$ cat src/rtl/fdl_ctrl.sv
// fdl_ctrl: thermometer-code controller for the 8-stage fine delay line.
// Filters phase-detector up/down decisions, steps the fine code one stage at
// a time, and hands overflow/underflow to the coarse line via req/ack.
// Optional lock detector is built when FDL_CTRL_LOCK_EN is defined;
// otherwise locked is tied low.
module fdl_ctrl #(
    parameter int N        = 8,
    parameter int FILT_W   = 4,
    parameter int LOCK_REV = 4
) (
    input  logic                     clk_in,
    input  logic                     rst_n,
    input  logic                     en,
    input  logic                     pd_up,
    input  logic                     pd_dn,
    input  logic                     cdl_ack,
    output logic [N-1:0]             T,
    output logic [N-1:0]             Tb,
    output logic [$clog2(N+1)-1:0]   code,
    output logic                     cdl_inc,
    output logic                     cdl_dec,
    output logic                     locked
);

    localparam int                     CW     = $clog2(N+1);
    localparam logic [CW-1:0]          N_C    = CW'(N);
    localparam logic [CW-1:0]          MID_C  = CW'(N / 2);
    localparam int                     TH     = 2 ** (FILT_W - 1);
    localparam logic signed [FILT_W:0] TH_POS = (FILT_W + 1)'(TH);
    localparam logic signed [FILT_W:0] TH_NEG = -TH_POS;
    localparam logic signed [FILT_W:0] ONE    = (FILT_W + 1)'(1);

    typedef enum logic [1:0] {
        IDLE     = 2'd0,
        TRACK    = 2'd1,
        WAIT_ACK = 2'd2
    } state_t;

    state_t                     state;
    logic signed [FILT_W-1:0]   filt;
    logic signed [FILT_W:0]     filt_ext;
    logic signed [FILT_W:0]     filt_sum;
    logic                       pd_inc;
    logic                       pd_dec;
    logic                       track_active;
    logic                       up_cross;
    logic                       dn_cross;
    logic                       fine_up;
    logic                       fine_dn;
    logic                       coarse_req;
    logic                       ack_wrap;
    logic [CW-1:0]              code_nxt;

    // Thermometer encoding: stage i is selected when i < c.
    function automatic logic [N-1:0] therm(input logic [CW-1:0] c);
        logic [N-1:0] r;
        for (int i = 0; i < N; i++) begin
            r[i] = (i < int'(c));
        end
        return r;
    endfunction

    // Filter arithmetic is one bit wider so +TH is representable as a crossing.
    // NOTE: every signal written in always_comb gets a default first, so no
    // path through the block leaves it unassigned and no latch is inferred.
    always_comb begin
        pd_inc       = pd_up & ~pd_dn;
        pd_dec       = pd_dn & ~pd_up;
        filt_ext     = {filt[FILT_W-1], filt};
        filt_sum     = filt_ext;
        if (pd_inc) filt_sum = filt_ext + ONE;
        if (pd_dec) filt_sum = filt_ext - ONE;
        track_active = (state == TRACK) && en;
        up_cross     = track_active && pd_inc && (filt_sum == TH_POS);
        dn_cross     = track_active && pd_dec && (filt_sum == TH_NEG);
        fine_up      = up_cross && (code != N_C);
        fine_dn      = dn_cross && (code != '0);
        coarse_req   = (up_cross && (code == N_C)) || (dn_cross && (code == '0));
        ack_wrap     = (state == WAIT_ACK) && cdl_ack;
        code_nxt     = code;
        if (fine_up) code_nxt = code + CW'(1);
        if (fine_dn) code_nxt = code - CW'(1);
        if (ack_wrap) code_nxt = cdl_inc ? '0 : N_C;
    end

    // Fine code and its thermometer/complement outputs, registered together.
    // NOTE: sequential state uses non-blocking assignments so every register
    // samples pre-edge values regardless of statement order.
    always_ff @(posedge clk_in or negedge rst_n) begin
        if (!rst_n) begin
            code <= MID_C;
            T    <= therm(MID_C);
            Tb   <= ~therm(MID_C);
        end else begin
            code <= code_nxt;
            T    <= therm(code_nxt);
            Tb   <= ~therm(code_nxt);
        end
    end

    // Control FSM: filter counter, state and coarse-line request levels.
    always_ff @(posedge clk_in or negedge rst_n) begin
        if (!rst_n) begin
            state   <= IDLE;
            filt    <= '0;
            cdl_inc <= 1'b0;
            cdl_dec <= 1'b0;
        end else begin
            case (state)
                IDLE: begin
                    filt <= '0;
                    if (en) state <= TRACK;
                end
                TRACK: begin
                    if (!en) begin
                        state <= IDLE;
                        filt  <= '0;
                    end else if (up_cross || dn_cross) begin
                        filt <= '0;
                        if (coarse_req) begin
                            cdl_inc <= up_cross;
                            cdl_dec <= dn_cross;
                            state   <= WAIT_ACK;
                        end
                    end else begin
                        filt <= filt_sum[FILT_W-1:0];
                    end
                end
                WAIT_ACK: begin
                    // Request is held until ack even if en drops meanwhile.
                    filt <= '0;
                    if (cdl_ack) begin
                        cdl_inc <= 1'b0;
                        cdl_dec <= 1'b0;
                        state   <= en ? TRACK : IDLE;
                    end
                end
                default: begin
                    state   <= IDLE;
                    filt    <= '0;
                    cdl_inc <= 1'b0;
                    cdl_dec <= 1'b0;
                end
            endcase
        end
    end

`ifdef FDL_CTRL_LOCK_EN
    localparam int            RW     = $clog2(LOCK_REV + 1);
    localparam logic [RW-1:0] LOCK_C = RW'(LOCK_REV);

    logic [RW-1:0] rev_cnt;
    logic          last_up;
    logic          opposite;

    // A count of zero means no fine step has been taken since reset/coarse.
    assign opposite = (rev_cnt != '0) && (last_up != fine_up);

    // Reversal counter: alternating fine steps build toward lock.
    always_ff @(posedge clk_in or negedge rst_n) begin
        if (!rst_n) begin
            rev_cnt <= '0;
            last_up <= 1'b0;
            locked  <= 1'b0;
        end else if (coarse_req) begin
            rev_cnt <= '0;
            locked  <= 1'b0;
        end else if (fine_up || fine_dn) begin
            last_up <= fine_up;
            if (opposite) begin
                if (rev_cnt != LOCK_C) begin
                    rev_cnt <= rev_cnt + RW'(1);
                    locked  <= ((rev_cnt + RW'(1)) == LOCK_C);
                end
            end else begin
                rev_cnt <= RW'(1);
                locked  <= (LOCK_C == RW'(1));
            end
        end
    end
`else
    logic unused_lock_rev;
    assign unused_lock_rev = (LOCK_REV > 0);
    assign locked          = 1'b0;
`endif

endmodule
$ cat config.mk
export PLATFORM = sky130hd
export DESIGN_NAME = fdl_ctrl
export DESIGN_NICKNAME = d
export VERILOG_FILES = /design/src/rtl/fdl_ctrl.sv
export SDC_FILE = /design/constraint.sdc
export NUM_CORES = 1
export LEC_CHECK = 0
export ABC_AREA = 1
export BUFFER_PORTS_ARGS = -buffer_cell sky130_fd_sc_hd__buf_2
export CORE_ASPECT_RATIO = 0.7
export CORE_MARGIN = 1
export CORE_UTILIZATION = 47
export CTS_BUF_LIST = sky130_fd_sc_hd__clkbuf_4
export DETAILED_ROUTE_END_ITERATION = 12
export GPL_TIMING_DRIVEN = 0
export PLACE_DENSITY = 0.7
export SYNTH_ARGS = -nofsm -noshare
export SYNTH_HDL_FRONTEND = slang
export SYNTH_SLANG_ARGS = --single-unit
$ cat constraint.sdc
create_clock -name clk_in -period 2.1 [get_ports clk_in]
set_input_delay 0.21 -clock clk_in [delete_from_list [all_inputs] [get_ports clk_in]]
set_output_delay 0.21 -clock clk_in [all_outputs]
set_load 0.01 [all_outputs]
After elaboration in Yosys (flattened, before gate mapping) --
Cells that the tools add are included.
Word-level totals: flip-flop bits (word level) 28, output and inout bits 23, input bits 6, word-level logic and storage cells 80
Cells by class: $add $sub $neg 4, multiplexer cells 25, reduce and logical (&&, ||, !) cells 17, magnitude comparators 8, equal/unequal tests 13, bitwise operators 6
Operators with widths (number):
- two-way mux 4 bit | 7
- less-than comparator 3 x 4 -> 1 bit (first input constant) | 4
- logical AND 1 bit | 10
- two-way mux 2 bit | 5
- two-way mux 5 bit | 2
- less-than comparator 1 x 4 -> 1 bit (first input constant) | 2
- less-than comparator 2 x 4 -> 1 bit (first input constant) | 2
- two-way mux 1 bit | 8
- != test 2 bit (second input constant) | 4
- inverter 8 bit | 1
- case mux 1 bit (3 select lines) | 2
- case mux 2 bit (3 select lines) | 1
- adder 4 x 2 -> 5 bit (second input constant) | 1
- equality test 5 x 4 -> 1 bit (second input constant) | 1
- equality test 5 bit (second input constant) | 1
- AND reduction 5 bit | 1
- subtractor 4 x 2 -> 5 bit (second input constant) | 1
- adder 4 x 1 -> 4 bit (second input constant) | 1
- equality test 4 bit (second input constant) | 1
- zero test 4 bit | 1
- != test 4 bit (second input constant) | 1
- AND reduction 4 bit | 1
- nonzero test 4 bit | 1
- subtractor 4 x 1 -> 4 bit (second input constant) | 1
- 9 further kinds | 13

Depth between registers and ports, before layout --
Gate-level depths: netlist of the first run.
depth in word-level cells 12, depth in mapped cells 19, gate-level depth less buffers 19

Worst setup path after synthesis of the first run --
OpenSTA, ideal clock, no wires.
path kind reg2reg, start register filt[0], end register T[4], stages on the path, launching flop included 19, library setup time 116 ps, data required time 1984 ps, setup slack 83 ps, data arrival time 1901 ps, period minus slack after synthesis 2017 ps, cell sequence dfrtp_1 -> inv_1 -> ha_1 -> inv_1 -> nand2_1 -> nand2_1 -> nand2_1 -> inv_2 -> nand2_1 -> nor2_4 -> nand4_2 -> nand2_2 -> nand3_1 -> nand2_1 -> nand2_2 -> nand2_4 -> nand2_4 -> inv_4 -> nand2_1
On the way: word-level cells in the longest chain between the ends 10, elaborated cells on any way between the ends 14
Ends and longest elaborated chain:
- start, declared | line 40 | logic signed [FILT_W-1:0] filt;
- start signal, assigned | line 126 | filt <= filt_sum[FILT_W-1:0];
- adder 4 x 2 -> 5 bit | line 71 | if (pd_inc) filt_sum = filt_ext + ONE;
- two-way mux 5 bit | line 71
- two-way mux 5 bit * | line 72 | if (pd_dec) filt_sum = filt_ext - ONE;
- equality test 5 bit | line 74 | up_cross = track_active && pd_inc && (filt_sum == TH_POS);
- logical AND 1 bit | line 74
- logical AND 1 bit | line 76 | fine_up = up_cross && (code != N_C);
- two-way mux 4 bit | line 81 | if (fine_up) code_nxt = code + CW'(1);
- two-way mux 4 bit * | line 82 | if (fine_dn) code_nxt = code - CW'(1);
- two-way mux 4 bit * | line 83 | if (ack_wrap) code_nxt = cdl_inc ? '0 : N_C;
- net code_nxt[3] | line 52 | logic [CW-1:0] code_nxt;
- less-than comparator 3 x 4 -> 1 bit * | line 58 | r[i] = (i < int'(c));
- end signal, assigned | line 92 | T <= therm(MID_C);
- end signal, assigned | line 96 | T <= therm(code_nxt);
- end, declared | line 17 | output logic [N-1:0] T,
The timed path passes the listed nets; every way through them passes the cells marked *. A chain may end at the register's enable or synchronous reset.

Worst setup path in the final report of the first run --
start register filt[1], end register T[2]
On the way: word-level cells in the longest chain between the ends 10, elaborated cells on any way between the ends 14
Ends and longest elaborated chain (line):
- adder 4 x 2 -> 5 bit | 71
- two-way mux 5 bit | 71
- two-way mux 5 bit * | 72
- equality test 5 bit | 74
- logical AND 1 bit | 74
- logical AND 1 bit | 76
- two-way mux 4 bit | 81
- two-way mux 4 bit * | 82
- two-way mux 4 bit * | 83
- less-than comparator 2 x 4 -> 1 bit * | 58
Every way passes the cells marked *; elsewhere a longest branch is shown, timed or not.

==> results.sh, run 1 <==
export IMPL_drv_cap=0
export IMPL_clk_latency_ns=0.32
export IMPL_ys_warn_count=0
export IMPL_worstPathRequired_ns=2.36
export IMPL_wire_per_inst_um=12.6
export IMPL_via_per_inst=5.03
export IMPL_area_growth_pct=24.6
export IMPL_drv_slew=0
export IMPL_rows=17
export IMPL_wl_mm=3.41
export IMPL_grt_overflow=0
export IMPL_syn_nets=201
export IMPL_syn_avg_cell_area_um2=8.28
export IMPL_synth_cell_types=28
export IMPL_fin_util_pct=62.2
export IMPL_violations="design-rule violations, negative setup slack"
export IMPL_fin_skew_ns=0.00528
export IMPL_synth_area_um2=1580
export IMPL_gp_congestion=0.842
export IMPL_synth_seq_cells=27
export IMPL_grt_max_degree=28
export IMPL_grt_pass1_wl_mm=5.62
export IMPL_drc=3
export IMPL_yosysTopAreaCellShare_pct=28.5
export IMPL_slew_headroom_pct=61.4
export IMPL_track_usage_pct=20.4
export IMPL_dp_hpwl_mm=2.32
export IMPL_die_w_um=71.3
export IMPL_die_y_um=50.5
export IMPL_core_um2=3170
export IMPL_synth_top_cells_by_area="dfrtp_1 (28%), dfstp_2 (15%), nand2_1 (9.3%), inv_1 (7.4%), nand3_1 (5.1%)"
export IMPL_fin_setup_tns_ns=-0.695
export IMPL_max_vdd_ir_drop_uv=395
export IMPL_initial_core_util_pct=49.9
export IMPL_r2r_start="filt[1]"
export IMPL_holdCritStartpoint="cdl_ack"
export IMPL_hold_viol_final=0
export IMPL_root_buffer="clkbuf_4"
export IMPL_max_freq_mhz=453
export IMPL_antenna_found_initial=0
export IMPL_grt_pass1_vias=1197
export IMPL_crit_start="filt[1]"
export IMPL_vias=1358
export IMPL_p_total_mw=1.48
export IMPL_place_area_um2=1760
export IMPL_pre_cts_ws_ns=-0.190
export IMPL_ys_seq_area_share_pct=43.4
export IMPL_clk_pin_slew_ns=0.13
export IMPL_cp_arrival_ns=2.47
export IMPL_setup_viol=13
export IMPL_fin_area_um2=1970
export IMPL_drive_gt1_share_pct=46.6
export IMPL_power_density_nw_per_um2=753
export IMPL_hold_class="in2reg"
export IMPL_synth_area_leader_cell="dfrtp_1"
export IMPL_nets=243
export IMPL_cts_tree="built"
export IMPL_static_leakage_power_nw=0.976
export IMPL_clock_sinks=27
export IMPL_critPathKind="reg2reg"
export IMPL_cts_htree_levels=1
export IMPL_finalCritPeriodShare_pct=105
export IMPL_fin_ws_ns=-0.105
export IMPL_worst_pin_slew_ns=0.579
export IMPL_fin_crit_ns=2.21
export IMPL_cp_max_fo=7
export IMPL_antenna_left=0
export IMPL_numCtsBuffers=3
export IMPL_outcome="complete, but fails checks"
export IMPL_synthCells=191
export IMPL_cp_end_kind="flip-flop"
export IMPL_start_kind="flip-flop"
export IMPL_rsz0062_at_grt="true"
export IMPL_drt_pass1_iterations=8
export IMPL_io_buffers=27
export IMPL_ioPinCount=29
export IMPL_dieArea_um2=3600
export IMPL_cts_buffer_depth=2
export IMPL_diodes=0
export IMPL_drtIter0Drc=75
state kept, by name, indices dropped and copies added, names as in the netlist:
register,flops
cdl_inc,1
filt,4
state,2
code,3
Tb,8
cdl_dec,1
T,8
placed cells by master (no fill, tap or decap):
master / count
nand2_1: 30
inv_1: 27
buf_2: 27
dfrtp_1: 18
nand2_2: 18
nand3_1: 13
inv_2: 10
nand4_1: 10
dfstp_2: 9
nor2_1: 9
buf_4: 9
nor2_4: 6
nor2_2: 5
nand3_2: 5
nor3_1: 5
clkbuf_4: 4
o21ai_1: 3
nand2_4: 3
nor3_2: 2
nand4_4: 2
nand3_4: 2
o21ai_0: 2
ha_1: 2
buf_6: 2
a21oi_4: 1
inv_4: 1
o211ai_1: 1
o22a_1: 1
o31ai_1: 1
ha_4: 1
ha_2: 1
conb_1: 1
dlygate4sd3_1: 1
worst paths after layout:
path	end	slack (ns)	depth (start not counted)
min in group asynchronous	Tb[3]	0.40	2
worst min register to register	cdl_dec	0.50	2
worst max-delay path	T[2]	-0.11	15
worst max register to register	T[2]	-0.11	15
max in group asynchronous	Tb[5]	1.32	2
worst min-delay path	state[1]	0.09	2
cell families after synthesis:
| group | after synthesis | share of synthesized area, % |
|---|---|---|
| simple gates | 110 | 38.9 |
| buf+inv | 40 | 10.1 |
| flops | 27 | 43.4 |
| compound gates | 9 | 4.11 |
| fa+ha+maj | 4 | 3.16 |
| other cells | 1 | 0.237 |
synthesized netlist by cell type:
master,n
a21oi_4,1
buf_4,2
conb_1,1
dfrtp_1,18
dfstp_2,9
ha_1,4
inv_1,31
inv_2,6
inv_4,1
nand2_1,39
nand2_2,10
nand2_4,2
nand3_1,16
nand3_2,2
nand3_4,2
nand4_1,10
nand4_2,1
nand4_4,1
nor2_1,9
nor2_2,9
nor2_4,2
nor3_1,6
nor3_2,1
o211ai_1,1
o21ai_0,3
o21ai_1,2
o22a_1,1
o31ai_1,1
area by class of cell:
cell class                      instances  area, µm²
Buffer                                  2       15.0
Clock buffer                            4       30.0
Fill cell                             272       1200
Inverter                               38        145
Multi-Input combinational cell        124        826
Sequential cell                        27        687
Tap cell                               38       47.5
Timing Repair Buffer                   37        220
critical path, cell delays in order, from the launching register on:
cell and delay, ns:
dfrtp_1 0.42, inv_2 0.07, ha_4 0.28, nand2_1 0.05, nand2_1 0.07, nand2_2 0.06, nor2_1 0.17, nand2_2 0.11
nor2_4 0.14, nand4_1 0.10, nand2_2 0.10, nand2_2 0.05, nand2_2 0.07, nand3_4 0.14, buf_4 0.19, nand4_1 0.10
per-layer routing:
metal	wire length [µm]	share of wire (%)	GRT usage, %	up-vias
met1	1690	49	30.1	615
met4	22	0.64	5.00	0
met2	1500	44	30.5	54
met5	0	0	0	-
met3	199	5.8	4.22	4
li1	-	-	-	685
where the power goes:
group / leakage [nW] / total (mW) / internal (mW) / switching (mW)
combinational: 0.630 / 0.588 / 0.218 / 0.370
clock: 0.0184 / 0.230 / 0.0873 / 0.143
sequential: 0.327 / 0.665 / 0.619 / 0.0460
timing repair:
| item | in CTS | in global routing |
|---|---|---|
| endpoints found under the hold margin | 18 | 0 |
| endpoints found under the setup margin | 17 | 20 |
| cloned | 0 | 0 |
| pin swaps | 3 | 7 |
| setup buffers | 6 | 3 |
| resized for setup | 20 | 8 |
| hold buffers | 1 | 0 |
metrics by stage:
step           instances  hold WS (ns)
2_1_floorplan        191       -0.0856
4_1_cts              267        0.0822
6_report             270        0.0892
5_1_grt              270        0.0819
3_3_place_gp         256         0.247
3_5_place_dp         256         0.241
(Power assumes the default switching activity.)
==> inputs of run 2 (changes only) <==
--- a/config.mk
+++ b/config.mk
@@ -6,9 +6,9 @@
 export NUM_CORES = 1
 export LEC_CHECK = 0
 export ABC_AREA = 1
-export BUFFER_PORTS_ARGS = -buffer_cell sky130_fd_sc_hd__buf_2
+export BUFFER_PORTS_ARGS = -buffer_cell sky130_fd_sc_hd__buf_4
 export CORE_ASPECT_RATIO = 0.7
-export CORE_MARGIN = 1
+export CORE_MARGIN = 4
 export CORE_UTILIZATION = 47
 export CTS_BUF_LIST = sky130_fd_sc_hd__clkbuf_4
 export DETAILED_ROUTE_END_ITERATION = 12
==> results.sh, run 2 (synthesis results as in run 1) <==
export IMPL_timing_rr_end="T[4]"
export IMPL_fin_crit_ns=2.19
export IMPL_wl_mm=3.54
export IMPL_clk_pin_slew_ns=0.16
export IMPL_die_w_um=77.3
export IMPL_nFillCells=273
export IMPL_initial_core_util_pct=49.6
export IMPL_die_y_um=56.5
export IMPL_rows=17
export IMPL_diodes=0
export IMPL_mostFrequentLayoutCells="buf_4 (37), nand2_1 (31), inv_1 (27)"
export IMPL_power_density_nw_per_um2=754
export IMPL_drive_gt1_share_pct=47.6
export IMPL_holdWs_ns=0.0496
export IMPL_pre_cts_ws_ns=-0.183
export IMPL_cp_arrival_ns=2.48
export IMPL_cts_buffer_depth=2
export IMPL_fin_ws_ns=-0.0933
export IMPL_regToRegSetupSlack_ns=-0.09
export IMPL_cts_htree_levels=1
export IMPL_clk_latency_ns=0.33
export IMPL_dp_cells=256
export IMPL_cp_max_fo=8
export IMPL_cts_tree="built"
export IMPL_antenna_left=0
export IMPL_hold_viol_final=0
export IMPL_worst_path_dominant_cell_family="simple AND/OR/NAND/NOR gates"
export IMPL_drc=0
export IMPL_crit_top_cell="nand2_1"
export IMPL_outcome="complete, but fails checks"
export IMPL_cp_end_kind="flip-flop"
export IMPL_max_vdd_ir_drop_uv=417
export IMPL_clock_sinks=27
export IMPL_worstPathRequired_ns=2.39
export IMPL_place_area_um2=1830
export IMPL_hold_depth=2
export IMPL_r2r_start="filt[1]"
export IMPL_start_kind="flip-flop"
export IMPL_whs_endpoint="state[1]"
export IMPL_io_buffers=27
export IMPL_numCtsBuffers=3
export IMPL_rsz0062_at_grt="true"
export IMPL_nets=244
export IMPL_track_usage_pct=17.5
export IMPL_wire_per_inst_um=13.1
export IMPL_gp_congestion=0.931
export IMPL_finalCritPeriodShare_pct=104
export IMPL_area_growth_pct=30.6
export IMPL_grt_overflow=0
export IMPL_max_freq_mhz=456
export IMPL_setup_viol=14
export IMPL_core_um2=3190
export IMPL_via_per_inst=5.04
export IMPL_critical_path_buf_inv_count=3
export IMPL_crit_chain="buf_4, ha_2, nand3_2, nand2_1, nand2_1, nand2_2, nor2_4, buf_6, nand4_4, nand2_4, nand2_1, nand2_2, nand3_4, nor2_2, inv_1, nand2_1"
export IMPL_fin_util_pct=64.7
export IMPL_dp_hpwl_mm=2.61
export IMPL_root_buffer="clkbuf_4"
export IMPL_hold_class="in2reg"
export IMPL_drv_slew=0
export IMPL_fin_area_um2=2070
export IMPL_reg2reg_depth=16
export IMPL_grt_pass1_vias=1366
export IMPL_ioPinCount=29
export IMPL_drtIter0Drc=91
export IMPL_final_common_cell="buf_4"
export IMPL_violations="negative setup slack"
export IMPL_slowest_delay_ns=0.45
export IMPL_grt_pass1_wl_mm=6.23
export IMPL_vias=1367
export IMPL_dieArea_um2=4370
export IMPL_static_leakage_power_nw=1.01
export IMPL_layoutNonFillerInstCount=271
export IMPL_fin_skew_ns=0.00973
export IMPL_holdCritStartpoint="cdl_ack"
export IMPL_drv_cap=0
export IMPL_cpMaxStageDelayCell="dfrtp_1"
export IMPL_grt_max_degree=28
export IMPL_drt_pass1_iterations=4
export IMPL_critPathKind="reg2reg"
export IMPL_antenna_found_initial=0
export IMPL_reg_top3="T (8), Tb (8), filt (4)"
run 2: cell count changes in the layout (fill, tap and decap cells not counted), sizes merged:
| cell | before | now |
|---|---|---|
| inv | 38 | 39 |
| clkbuf | 4 | 3 |
| buf | 38 | 39 |
run 2: area by class of cell:
cell class	count	area, µm²	area share (%)
sequential	27	687	33.3
timing repair buffer	38	295	14.3
clock inverter	1	8.76	0.424
tap	38	47.5	2.30
multi-input combinational	124	842	40.8
clock buffer	3	22.5	1.09
inverter	38	148	7.15
buffer	2	15.0	0.727
run 2: metal layers:
layer	part of all wire (%)	global-route usage, %	up-vias
met3	5.8	4.49	2
met1	48	24.6	646
met4	0.40	1.52	0
met2	45	28.3	37
met5	0	0	-
li1	-	-	682
run 2: how the worst max path moves through the flow:
| stage | start | endpoint | slack, ns | cells past startpoint |
|---|---|---|---|---|
| after floorplan | filt[0] | T[4] | 0.08 | 18 |
| after global placement | filt[0] | T[4] | -0.15 | 18 |
| after detailed placement | filt[0] | T[4] | -0.18 | 18 |
| after CTS | filt[1] | Tb[0] | -0.06 | 16 |
| after global routing | filt[1] | T[5] | -0.23 | 17 |
| final | filt[1] | T[4] | -0.09 | 16 |
run 2: where the power goes:
group / internal (mW) / switching (mW)
Combinational: 0.265 / 0.384
Clock: 0.0777 / 0.163
Sequential: 0.620 / 0.0488
run 2: per-stage QoR:
step                      total power [mW]  setup TNS (ns)
final                                 1.56          -0.859
after global routing                  1.66           -3.21
after CTS                             1.55          -0.389
after detailed placement              1.22           -1.73
after global placement                1.20           -1.28
after floorplan                       1.01               0
run 2: repair_timing:
item | CTS | global route
buffers inserted | 9 | 1
hold buffers | 1 | 0
pin swaps | 14 | 10
endpoints found under the setup margin | 17 | 23
hold endpoints to repair | 18 | 0
resized for setup | 24 | 8
